**src/rtl/key_page_ctrl_if.sv**
```systemverilog
// Bus between the key scanner / video timing side and the page controller.
// The master drives raw keys and frame timing; the controller (slave) returns debounced keys and page state.
interface key_page_ctrl_if;
    logic [15:0] btn_raw;
    logic        frame_start;
    logic [15:0] btn_level;
    logic [15:0] btn_press;
    logic [15:0] page_btns;
    logic [1:0]  page_status;
    logic        switching;

    modport master (
        output btn_raw,
        output frame_start,
        input  btn_level,
        input  btn_press,
        input  page_btns,
        input  page_status,
        input  switching
    );

    modport slave (
        input  btn_raw,
        input  frame_start,
        output btn_level,
        output btn_press,
        output page_btns,
        output page_status,
        output switching
    );
endinterface

```
**src/rtl/key_page_ctrl.sv**
```systemverilog
// Debounces a 16-key matrix and advances a display page on a dedicated key.
// The page itself only changes at the start of vertical blanking, so it never tears mid-frame.
module key_page_ctrl #(
    parameter int DEB_CYCLES = 50000,
    parameter int NUM_PAGES  = 3,
    parameter int PAGE_KEY   = 0
) (
    input  logic             vga_clk,
    input  logic             vga_rst,
    key_page_ctrl_if.slave   bus
);

    typedef enum logic {
        IDLE,
        PENDING
    } state_t;

    localparam logic [15:0] DEB_LAST  = 16'(DEB_CYCLES - 1);
    localparam logic [1:0]  LAST_PAGE = 2'(NUM_PAGES - 1);
    localparam logic [15:0] PAGE_MASK = 16'(1) << PAGE_KEY;

    logic [15:0]      sync1_q, sync1_d;
    logic [15:0]      sync2_q, sync2_d;
    logic [15:0]      cnt_q, cnt_d;
    logic [15:0][2:0] hist_q, hist_d;
    logic [15:0]      level_q, level_d;
    logic [15:0]      level_dly_q, level_dly_d;
    logic [15:0]      press_q, press_d;
    logic [15:0]      page_btns_q, page_btns_d;
    logic [1:0]       page_q, page_d;
    logic [1:0]       target_q, target_d;
    logic             switching_q, switching_d;
    state_t           state_q, state_d;
    logic             tick;

    always_comb begin
        sync1_d = bus.btn_raw;
        sync2_d = sync1_q;

        tick  = (cnt_q == DEB_LAST);
        cnt_d = tick ? 16'd0 : cnt_q + 16'd1;

        // Level only flips once three consecutive samples agree; mixed history holds it.
        hist_d  = hist_q;
        level_d = level_q;
        if (tick) begin
            for (int i = 0; i < 16; i++) begin
                hist_d[i] = {hist_q[i][1:0], sync2_q[i]};
                if (hist_d[i] == 3'b111) begin
                    level_d[i] = 1'b1;
                end else if (hist_d[i] == 3'b000) begin
                    level_d[i] = 1'b0;
                end
            end
        end

        level_dly_d = level_q;
        press_d     = level_q & ~level_dly_q;

        state_d  = state_q;
        target_d = target_q;
        page_d   = page_q;
        case (state_q)
            IDLE: begin
                // A frame_start in the same cycle is deliberately ignored here.
                if (press_q[PAGE_KEY]) begin
                    target_d = (page_q == LAST_PAGE) ? 2'd0 : page_q + 2'd1;
                    state_d  = PENDING;
                end
            end
            PENDING: begin
                if (bus.frame_start) begin
                    page_d  = target_q;
                    state_d = IDLE;
                end
            end
            default: state_d = IDLE;
        endcase

        switching_d = (state_d == PENDING);
        page_btns_d = switching_d ? 16'd0 : (level_d & ~PAGE_MASK);
    end

    always_ff @(posedge vga_clk or negedge vga_rst) begin
        if (!vga_rst) begin
            sync1_q     <= '0;
            sync2_q     <= '0;
            cnt_q       <= '0;
            hist_q      <= '0;
            level_q     <= '0;
            level_dly_q <= '0;
            press_q     <= '0;
            page_btns_q <= '0;
            page_q      <= '0;
            target_q    <= '0;
            switching_q <= 1'b0;
            state_q     <= IDLE;
        end else begin
            sync1_q     <= sync1_d;
            sync2_q     <= sync2_d;
            cnt_q       <= cnt_d;
            hist_q      <= hist_d;
            level_q     <= level_d;
            level_dly_q <= level_dly_d;
            press_q     <= press_d;
            page_btns_q <= page_btns_d;
            page_q      <= page_d;
            target_q    <= target_d;
            switching_q <= switching_d;
            state_q     <= state_d;
        end
    end

    assign bus.btn_level   = level_q;
    assign bus.btn_press   = press_q;
    assign bus.page_btns   = page_btns_q;
    assign bus.page_status = page_q;
    assign bus.switching   = switching_q;

endmodule

```
**src/flat_wrapper.sv**
```systemverilog
// flat-port wrapper written by rule: the top's interface ports become plain ports
module key_page_ctrl_flat 
#(
    parameter int DEB_CYCLES = 50000,
    parameter int NUM_PAGES  = 3,
    parameter int PAGE_KEY   = 0
)
  (vga_clk, vga_rst, bus_btn_raw, bus_frame_start, bus_btn_level, bus_btn_press, bus_page_btns, bus_page_status, bus_switching);
  key_page_ctrl_if bus_i ();
  input  logic vga_clk;
  input  logic vga_rst;
  input wire logic [$bits(bus_i.btn_raw)-1:0] bus_btn_raw;
  input wire logic [$bits(bus_i.frame_start)-1:0] bus_frame_start;
  output wire logic [$bits(bus_i.btn_level)-1:0] bus_btn_level;
  output wire logic [$bits(bus_i.btn_press)-1:0] bus_btn_press;
  output wire logic [$bits(bus_i.page_btns)-1:0] bus_page_btns;
  output wire logic [$bits(bus_i.page_status)-1:0] bus_page_status;
  output wire logic [$bits(bus_i.switching)-1:0] bus_switching;
  assign bus_i.btn_raw = bus_btn_raw;
  assign bus_i.frame_start = bus_frame_start;
  assign bus_btn_level = bus_i.btn_level;
  assign bus_btn_press = bus_i.btn_press;
  assign bus_page_btns = bus_i.page_btns;
  assign bus_page_status = bus_i.page_status;
  assign bus_switching = bus_i.switching;
  key_page_ctrl #(.DEB_CYCLES(DEB_CYCLES), .NUM_PAGES(NUM_PAGES), .PAGE_KEY(PAGE_KEY)) u_core (.vga_clk(vga_clk), .vga_rst(vga_rst), .bus(bus_i));
endmodule
```
**config.mk**
```make
export PLATFORM = sky130hd
export DESIGN_NAME = key_page_ctrl_flat
export DESIGN_NICKNAME = d
export VERILOG_FILES = /design/src/rtl/key_page_ctrl_if.sv /design/src/rtl/key_page_ctrl.sv /design/src/flat_wrapper.sv
export SDC_FILE = /design/constraint.sdc
export NUM_CORES = 1
export LEC_CHECK = 0
export BUFFER_PORTS_ARGS = -buffer_cell sky130_fd_sc_hd__buf_2
export CAP_MARGIN = 20
export CELL_PAD_IN_SITES_DETAIL_PLACEMENT = 0
export CELL_PAD_IN_SITES_GLOBAL_PLACEMENT = 2
export CORE_ASPECT_RATIO = 1.25
export CORE_MARGIN = 1.5
export CORE_UTILIZATION = 38
export CTS_CLUSTER_DIAMETER = 120
export DETAILED_ROUTE_END_ITERATION = 6
export PLACE_DENSITY = 0.84
export RECOVER_POWER = 50
export SLEW_MARGIN = 25
export SYNTH_ARGS = -nofsm -noshare
export SYNTH_HDL_FRONTEND = slang
export SYNTH_SLANG_ARGS = --single-unit
export TNS_END_PERCENT = 5
```
**constraint.sdc**
```tcl
create_clock -name vga_clk -period 2.6 [get_ports vga_clk]
set_input_delay 0.52 -clock vga_clk [delete_from_list [all_inputs] [get_ports vga_clk]]
set_output_delay 0.52 -clock vga_clk [all_outputs]
set_load 0.05 [all_outputs]
```
Word level (Yosys, flattened, before mapping)

Cells that the tools add are included.

Bits in registers: 149
Bits of input ports: 19
Word-level logic and storage cells: 109

Add/subtract/negate cells: 2
Eq/ne operators: 18
Multiplexer cells: 39
Bitwise operators: 3
Reductions and logical operators: 20

Operators with widths:

| cell                                                            | count |
|---|---|
| 3-bit == test, second input constant                            | 16 |
| 3-bit zero test                                                 | 16 |
| 16-bit 2-to-1 mux                                               | 3 |
| 1-bit 2-to-1 mux                                                | 34 |
| 16-bit by 1-bit adder with 16-bit output, second input constant | 1 |
| 16-bit AND                                                      | 1 |
| 16-bit == test, second input constant                           | 1 |
| 16-bit inverter                                                 | 1 |
| 2-bit AND reduction                                             | 3 |
| 2-bit by 1-bit adder with 2-bit output, second input constant   | 1 |
| 2-bit == test, second input constant                            | 1 |
| 2-bit 2-to-1 mux                                                | 1 |
| 1-bit one-hot mux with 2 select lines                           | 1 |
| 2-bit nonzero test                                              | 1 |
| 1-bit inverter                                                  | 1 |

Longest topological paths before layout

Gate-level depths: netlist (run 1).

Word-level depth: 5
Mapped depth: 7
Depth with buffers taken out: 5

Worst setup path before layout (run 1)

OpenSTA, ideal clock, no wires.

Path type: register -> register
Start: register u_core.cnt_q[0]
End: register u_core.page_btns_q[10], in the netlist u_core.bus.page_btns[10]
Library setup time: 0.101 ns
Arrival: 1.522 ns
Required time: 2.499 ns
Slack: 0.977 ns
Stages on the path, launching flop included: 7
Path buffers: 1
Cells stage by stage: dfrtp_1 > ha_1 > and3_1 > nand4_1 > clkbuf_1 > nor4_1 > nor4_1

Cells in the longest elaborated chain, start to end: 3

Ends and longest elaborated chain:

| what                             | RTL line             | text |
|---|---|---|
| start, declared                  | key_page_ctrl.sv:24  | `logic [15:0] cnt_q, cnt_d;` |
| start signal, assigned           | key_page_ctrl.sv:101 | `cnt_q <= cnt_d;` |
| 16-bit == test                   | key_page_ctrl.sv:40  | `tick = (cnt_q == DEB_LAST);` |
| 16-bit 2-to-1 mux                | key_page_ctrl.sv:46  | `if (tick) begin` |
| 16-bit 2-to-1 mux                | key_page_ctrl.sv:81  | `page_btns_d = switching_d ? 16'd0 : (level_d & ~PAGE_MASK);` |
| named net u_core.page_btns_d[10] | key_page_ctrl.sv:29  | `logic [15:0] page_btns_q, page_btns_d;` |
| end signal, assigned             | key_page_ctrl.sv:106 | `page_btns_q <= page_btns_d;` |
| end, declared                    | key_page_ctrl.sv:29  |  |

The timed path passes the listed nets, and every way through them passes these cells.
A chain may end at the register's enable or synchronous reset.

Worst setup path after layout (run 1)

Start: register u_core.cnt_q[0]
End: register u_core.page_btns_q[2], in the netlist u_core.bus.page_btns[2]

The elaborated chain is that of the path after synthesis.

==> results.md, run 1 <==
- Status: finished with violations
- Failing checks: capacitance limit, slew limit
- Total CTS buffers: 17
- Final #Nets: 522
- Port bufs: 68
- Cell area power density: 755 nW/µm²
- CP startpoint kind: flip-flop
- VDD IR max: 0.458 mV
- Residual DRC count: 0
- RSZ-0062 raised after global routing: no
- Final number of setup-violating endpoints: 0
- DRT Wirelength: 8980 µm
- # IOs: 70
- RePlAce Congestion: 0.684
- DR vias/cell: 4.79
- Die W: 106 µm
- Fin util: 47.3%
- Hold crit path type: input port to flip-flop
- Simple-gate share of the synthesized area: 19.8%
- Die H: 132 µm
- Top post-synthesis cells by area: dfrtp_1 (73%), nand2_1 (7.5%), nor4_1 (4.2%)
- Ant diodes: 0
- CTS Hold Buffers Added: 0
- # rows: 47
- DIE AREA: 14100 µm²
- Sink Count: 148
- Async S/R FF share, synth: 100%
- Max incr delay on CP: 0.40 ns
- Synth Area in XOR/XNOR: 2.41%
- Antenna violations before repair: 0
- Final HPWL DP: 5740 µm
- Internal: 3.80 mW
- GR Overflow Total: 0
- Setup_tns: 0 ns
- Fraction of the mapped netlist area in compound gates: 2.56%
- Largest family of logic cells by synthesized area: simple AND/OR/NAND/NOR gates
- Final cycle utilization of the critical path: 81.6%
- CTS tree: built
- Post-Synth Adder-Cell Area: 0.246%
- ANT nets after route: 0
- Synth top area share: 72.8%
- Achievable Freq: 472 MHz
- Skew-Pair Late Insertion Delay: 0.41 ns
- Top FF cell, synth: dfrtp_1
- Critical path capture point type: flip-flop
- Combinational power share: 1.6%
- Largest net degree at the start of global routing: 74
- Crit path time final: 2.12 ns
- Yosys warning total: 0
- Core Area: 13200 µm²
- Crit path cell chain: ha_1 > and3_1 > and4_2 > buf_4 > a31oi_1 > nor4_1
- Register area share after synthesis: 72.8%
- Cell count after synthesis: 418
- Setup Fix Bufs, Post-CTS: 0
- Iteration-0 DRC Markers: 136
- Initial Utilization: 38.6%
- Share of cells above drive strength 1: 21.4%
- WS Path Type: flip-flop to flip-flop
- Post-CTS sizing: 0
- Worst Path Max Fanout: 20
- Mapped cell area: 5090 µm²
- Syn nets: 438
- Clk slew on worst S/H paths: 0.06 ns
- Vias in the first global route: 3328
- First-pass GRT wire length: 15600 µm
- DR WL/cell: 13.1 µm
- Gr usage total: 14.4%
- H-Tree Level Count: 4
- First-pass detailed-route iteration total: 4
- Mapped Avg Cell Area: 12.2 µm²
- Seq pwr share: 49.9%
- Crit-path slowest cell: and4_2
- Max clock buf depth: 2
- Mux cell area share after synthesis: 0.443%
- Slew Limit Fails: 73
- Worst path arrival time: 2.41 ns
- Tightest Pin Transition: 1.78 ns
- Final Hold Fails: 0
- EDFF count, synth: 0
- Synthesis-to-finish area growth: 22.4%
- Vias: 3279
- Slew margin rel.: -18.6%
- Max_cap viols: 1
- Largest area contributor in the netlist: dfrtp_1
- CTS Root Cell: clkbuf_16
- Distinct cell type count after synthesis: 29
- Flops & latches, synth: 148
- Pleak: 3.24 nW
- Switching share of total power: 19.1%
- Max Clock Skew: 0.00577 ns
- Clk pwr share: 48.6%
- NetSw: 900 µW
- Critical Path RT: 2.89 ns
## stage by stage
step / instances / instance area (µm²) / power (mW) / setup WS, ns / hold slack (ns)
final: 684 / 6230 / 4.70 / 0.479 / 0.214
after global routing: 684 / 6230 / 4.90 / 0.277 / 0.186
after CTS: 684 / 6240 / 4.78 / 0.484 / 0.139
after detailed placement: 654 / 5670 / 2.46 / 0.494 / 0.335
after global placement: 654 / 5670 / 2.46 / 0.603 / 0.332
after floorplan: 418 / 5090 / 2.39 / 0.977 / 0.224
## synthesized netlist by cell type, types with 5 or more instances
cell type / number
dfrtp_1: 148
nand2_1: 102
nor4_1: 34
nor2_1: 25
nor3_1: 19
a31oi_1: 16
nor2b_1: 16
xnor2_1: 7
xor2_1: 7
nand3_1: 6
buf_2: 5
inv_1: 5
## cell type report
| type | instances | area, µm² |
|---|---|---|
| fillers | 1216 | 6940 |
| flip-flops and latches | 148 | 3700 |
| multi-input cells | 252 | 1300 |
| clock buffers | 26 | 519 |
| repair buffers | 78 | 424 |
| well taps | 171 | 214 |
| clock inverters | 4 | 45.0 |
| inverters | 5 | 18.8 |
## flip-flops by register name, indices dropped and copies added, names as in the netlist
name and cells:
u_core.bus.btn_level 16, u_core.bus.btn_press 16, u_core.bus.page_btns 15, u_core.bus.page_status 2, u_core.bus.switching 1, u_core.cnt_q 16, u_core.hist_q 32, u_core.level_dly_q 16
u_core.sync1_q 16, u_core.sync2_q 16, u_core.target_q 2
## per-layer routing
metal | GRT usage, % | up-vias | wire length, µm
li1 | - | 1585 | -
met1 | 17.8 | 1603 | 3930
met2 | 23.0 | 83 | 4430
met3 | 5.19 | 8 | 506
met4 | 5.85 | 0 | 118
met5 | 0 | - | 0
## layout by cell type, fill, tap and decap left out, types with 2 or more instances in the layout
master | Yosys | routed
dfrtp_1 | 148 | 148
nand2_1 | 102 | 102
buf_2 | 5 | 67
nor4_1 | 34 | 34
nor2_1 | 25 | 25
nor3_1 | 19 | 19
clkbuf_16 | 0 | 17
nor2b_1 | 16 | 16
a31oi_1 | 16 | 16
buf_4 | 3 | 8
xnor2_1 | 7 | 7
xor2_1 | 7 | 7
nand3_1 | 6 | 6
clkbuf_8 | 0 | 6
inv_1 | 5 | 5
nand4_1 | 4 | 4
clkbuf_1 | 2 | 4
clkinv_2 | 0 | 3
nor4b_2 | 2 | 2
mux2_2 | 2 | 2
o31ai_1 | 2 | 2
## critical path, delay by kind of cell (launching register included)
family / cells / cell delay (ns)
AND/OR/NAND/NOR: 3 / 0.95
flip-flops: 1 / 0.39
buffers and inverters: 1 / 0.30
adder cells (fa/ha/maj): 1 / 0.21
AO/OA/AOI/OAI: 1 / 0.14
## final timing paths
check / startpoint / to / slack, ns / cells after the start
max reg2reg: u_core.cnt_q[0]$_DFF_PN0_ / u_core.bus.page_btns[2]$_DFF_PN0_ / 0.48 / 6
max: u_core.cnt_q[0]$_DFF_PN0_ / u_core.bus.page_btns[2]$_DFF_PN0_ / 0.48 / 6
max in group asynchronous: vga_rst / u_core.hist_q[16]$_DFFE_PN0N_ / 0.78 / 2
min in group asynchronous: vga_rst / u_core.bus.btn_level[8]$_DFF_PN0_ / 0.59 / 1
min: bus_btn_raw[2] / u_core.sync1_q[2]$_DFF_PN0_ / 0.21 / 1
min reg2reg: u_core.sync1_q[6]$_DFF_PN0_ / u_core.sync2_q[6]$_DFF_PN0_ / 0.35 / 0
## power groups by stage
| stage | combinational [mW] | clock, mW | sequential, mW |
|---|---|---|---|
| after floorplan | 0.0121 | 0 | 2.38 |
| after global placement | 0.0774 | 0 | 2.38 |
| after detailed placement | 0.0790 | 0 | 2.38 |
| after CTS | 0.0794 | 2.36 | 2.34 |
| after global routing | 0.0885 | 2.46 | 2.35 |
| final | 0.0736 | 2.28 | 2.34 |
## kinds of logic (layout without fill, tap and decap cells)
logic type / after synthesis / after routing
simple gates: 213 / 213
flops: 148 / 148
compound gates: 21 / 21
other cells: 1 / 1
buf+inv: 18 / 113
xor+xnor: 14 / 14
mux: 2 / 2
fa+ha+maj: 1 / 1
Note: power is estimated with default switching activity, not from simulation.
==> run 2, diff against run 1 <==
--- a/config.mk
+++ b/config.mk
@@ -11,10 +11,10 @@
 export CELL_PAD_IN_SITES_GLOBAL_PLACEMENT = 2
 export CORE_ASPECT_RATIO = 1.25
 export CORE_MARGIN = 1.5
-export CORE_UTILIZATION = 38
+export CORE_UTILIZATION = 34
 export CTS_CLUSTER_DIAMETER = 120
 export DETAILED_ROUTE_END_ITERATION = 6
-export PLACE_DENSITY = 0.84
+export PLACE_DENSITY = 0.8
 export RECOVER_POWER = 50
 export SLEW_MARGIN = 25
 export SYNTH_ARGS = -nofsm -noshare
==> constraint.sdc (replaced) <==
create_clock -name vga_clk -period 1.85 [get_ports vga_clk]
set_input_delay 0.37 -clock vga_clk [delete_from_list [all_inputs] [get_ports vga_clk]]
set_output_delay 0.37 -clock vga_clk [all_outputs]
set_load 0.05 [all_outputs]
==> run 2 against run 1 <==
  * The run ends with DRC left
  * Routed wire length up 7.4%
  * Register-to-register slack worse by 0.47 ns
  * Sequential share of layout area down 1.9 points
  * Cell count up 2.0%
  * Combinational power up 44%
  * Die area up 11%
  * Non-clock buffer count up 5
  * Fmax up 15%
  * Sequential power up 41%
  * Via count up 0.98%
  * Highest routed layer unchanged
==> results.md, run 2 (same netlist as run 1, synthesis figures left out) <==
- GR Util met1: 16.2% (-1.6 points)
- Die H: 140 µm (+5.6%)
- Post-placement cell count: 664 (+1.5%)
- ANT nets after route: 0 (unchanged)
- Max_cap viols: 0 (-1)
- Clk slew on worst S/H paths: 0.06 ns (about the same)
- Met2 Use GR: 20.7% (-2.2 points)
- DR vias/cell: 4.74 (-1.0%)
- Final HPWL DP: 6160 µm (+7.5%)
- Placed Area: 5740 µm² (+1.2%)
- Crit path cell chain: nor4b_2 > and4_4 > buf_12 > a31oi_1 > nor4_1
- Commonest cells after routing, fill and taps aside: dfrtp_1 (147), nand2_1 (102), buf_2 (66), nor4_1 (30), nor2_1 (25)
- Core Area: 14500 µm² (+10%)
- Hold crit path type: input port to flip-flop
- DIE AREA: 15700 µm² (+11%)
- WHS Path Cells: 1 (unchanged)
- Most Crowded Layer GR: met2
- Crit path time final: 1.84 ns (-0.284 ns)
- Antenna violations before repair: 0 (unchanged)
- Final #Nets: 527 (+0.96%)
- HP Start: bus_btn_raw[0]
- Residual DRC count: 7 (+7)
- Final number of setup-violating endpoints: 0 (unchanged)
- Crit path max-delay family: simple AND/OR/NAND/NOR gates
- Filler instances: 1329 (+9.3%)
- Port bufs: 68 (unchanged)
- Final cycle utilization of the critical path: 99.3% (+18 points)
- # rows: 49 (+4.3%)
- Switching share of total power: 20.2% (+1.0 points)
- Overall Power: 6.98 mW (+48%)
- Slew margin rel.: 34.0% (+53 points)
- Worst hold path endpoint: u_core.sync1_q[0]$_DFF_PN0_
- RR Startpoint: u_core.cnt_q[13]$_DFF_PN0_
- Initial Utilization: 35.0% (-3.6 points)
- Total CTS buffers: 17 (unchanged)
- Setup_tns: 0 ns (unchanged)
- Non-Filler Instances: 698 (+2.0%)
- Sink Count: 148 (unchanged)
- Hold WS: 0.0568 ns (-0.157 ns)
- NetSw: 1.41 mW (+56%)
- Critical path capture point type: flip-flop
- Fin util: 44.3% (-3.0 points)
- Place WS: -0.0864 ns (-0.580 ns)
- First-pass detailed-route iteration total: 6 (+2)
- WS Path Type: flip-flop to flip-flop
- Failing checks: DRC
- GR Layer Usage met3: 4.27% (-0.92 points)
- Reg2Reg Depth: 5 (-1)
- Tightest Pin Transition: 0.990 ns (-0.789 ns)
- CP startpoint kind: flip-flop
- Iteration-0 DRC Markers: 185 (+36%)
- Max incr delay on CP: 0.44 ns (+0.04 ns)
- Largest register by flop count: u_core.hist_q
- Die W: 112 µm (+5.6%)
- CTS tree: built
- Skew-Pair Late Insertion Delay: 0.42 ns (about the same)
- Ant diodes: 0 (unchanged)
- VDD IR max: 0.511 mV (+12%)
- Bufs and invs on worst path: 1 (unchanged)
- Design Area, Final: 6440 µm² (+3.4%)
- Clk pwr share: 51.3% (+2.7 points)
- First-pass GRT wire length: 15900 µm (+2.1%)
- Vias in the first global route: 3263 (-2.0%)
- Vias: 3311 (+0.98%)
- Worst Path Max Fanout: 14 (-30%)
- Synthesis-to-finish area growth: 26.6%
- DR WL/cell: 13.8 µm (+5.2%)
- Max Clock Skew: 0.00928 ns (+0.00351 ns)
- Status: finished with violations
- RePlAce Congestion: 0.765 (+12%)
- Max clock buf depth: 2 (unchanged)
- RSZ-0062 raised after global routing: yes
- GR Overflow Total: 0 (unchanged)
- # IOs: 70 (unchanged)
- Reg-to-Reg End: u_core.bus.page_btns[13]$_DFF_PN0_
- R2r setup slk: 0.01 ns (-0.47 ns)
- Share of cells above drive strength 1: 24.2% (+2.8 points)
- DRT Wirelength: 9640 µm (+7.4%)
- CTS Root Cell: clkbuf_16
- Pleak: 3.30 nW (+1.8%)
- Combinational power share: 1.5% (about the same)
- H-Tree Level Count: 4 (unchanged)
- Largest net degree at the start of global routing: 40 (-46%)
- Final Hold Fails: 0 (unchanged)
- Seq pwr share: 47.2% (-2.7 points)
- Critical Path RT: 2.13 ns (-0.76 ns)
- Gr usage total: 13.1% (-1.3 points)
- Crit-path slowest cell: dfrtp_1
- Max FFs per register: 32 (unchanged)
- Worst Setup Slack, final: 0.0132 ns (-0.466 ns)
- Internal: 5.57 mW (+46%)
- Commonest non-fill, non-tap cell in the layout: dfrtp_1
- Achievable Freq: 544 MHz (+15%)
- Cell area power density: 1080 nW/µm² (+44%)
- Slew Limit Fails: 0 (-100%)
- Worst path arrival time: 2.12 ns (-0.29 ns)
run 2: cell types whose count changed in the layout (fill, tap and decap cells not counted), moves of 2 or more:
cell and change:
clkinv_4 +2, bufinv_16 +2, nor4_1 -4, inv_6 +2, clkbuf_8 -2, buf_6 +3
nor4_2 +4, clkbuf_1 -3
run 2: worst max-delay path by stage:
stage,cells past startpoint,slack [ns],endpoint,from
detailed placement,6,-0.09,u_core.bus.page_btns[13]$_DFF_PN0_,u_core.cnt_q[1]$_DFF_PN0_
finish,5,0.01,u_core.bus.page_btns[13]$_DFF_PN0_,u_core.cnt_q[13]$_DFF_PN0_
global route,5,-0.01,u_core.bus.page_btns[13]$_DFF_PN0_,u_core.cnt_q[13]$_DFF_PN0_
floorplan,6,0.23,u_core.bus.page_btns[10]$_DFF_PN0_,u_core.cnt_q[0]$_DFF_PN0_
global placement,6,0.1,u_core.bus.page_btns[11]$_DFF_PN0_,u_core.cnt_q[1]$_DFF_PN0_
CTS,6,0.007,u_core.bus.page_btns[13]$_DFF_PN0_,u_core.cnt_q[0]$_DFF_PN0_
run 2: area by class of cell:
type | count | area [µm²] | area share [%]
Inverter | 5 | 18.8 | 0.291
Multi-Input combinational cell | 252 | 1360 | 21.1
Clock inverter | 11 | 148 | 2.29
Clock buffer | 21 | 480 | 7.46
Tap cell | 178 | 223 | 3.46
Timing Repair Buffer | 83 | 508 | 7.89
Sequential cell | 148 | 3700 | 57.5
run 2: timing repair:
item,in CTS,in global routing
endpoints found under the setup margin,4,18
resized for setup,3,9
hold buffers,1,0
pin swaps,1,6
gates cloned,0,1
setup buffers,0,0
hold endpoints to repair,35,0
run 2: power groups by stage:
stage / clock [mW] / combinational, mW / sequential [mW]
finish: 3.58 / 0.106 / 3.29
global route: 3.79 / 0.125 / 3.30
CTS: 3.68 / 0.120 / 3.29
detailed placement: 0 / 0.118 / 3.35
global placement: 0 / 0.113 / 3.35
floorplan: 0 / 0.0169 / 3.35
run 2: metal layers:
layer / vias to the layer above / share of wire, %
met5: - / 0
met3: 18 / 4.0
met4: 0 / 1.9
met1: 1623 / 46
li1: 1598 / -
met2: 72 / 48
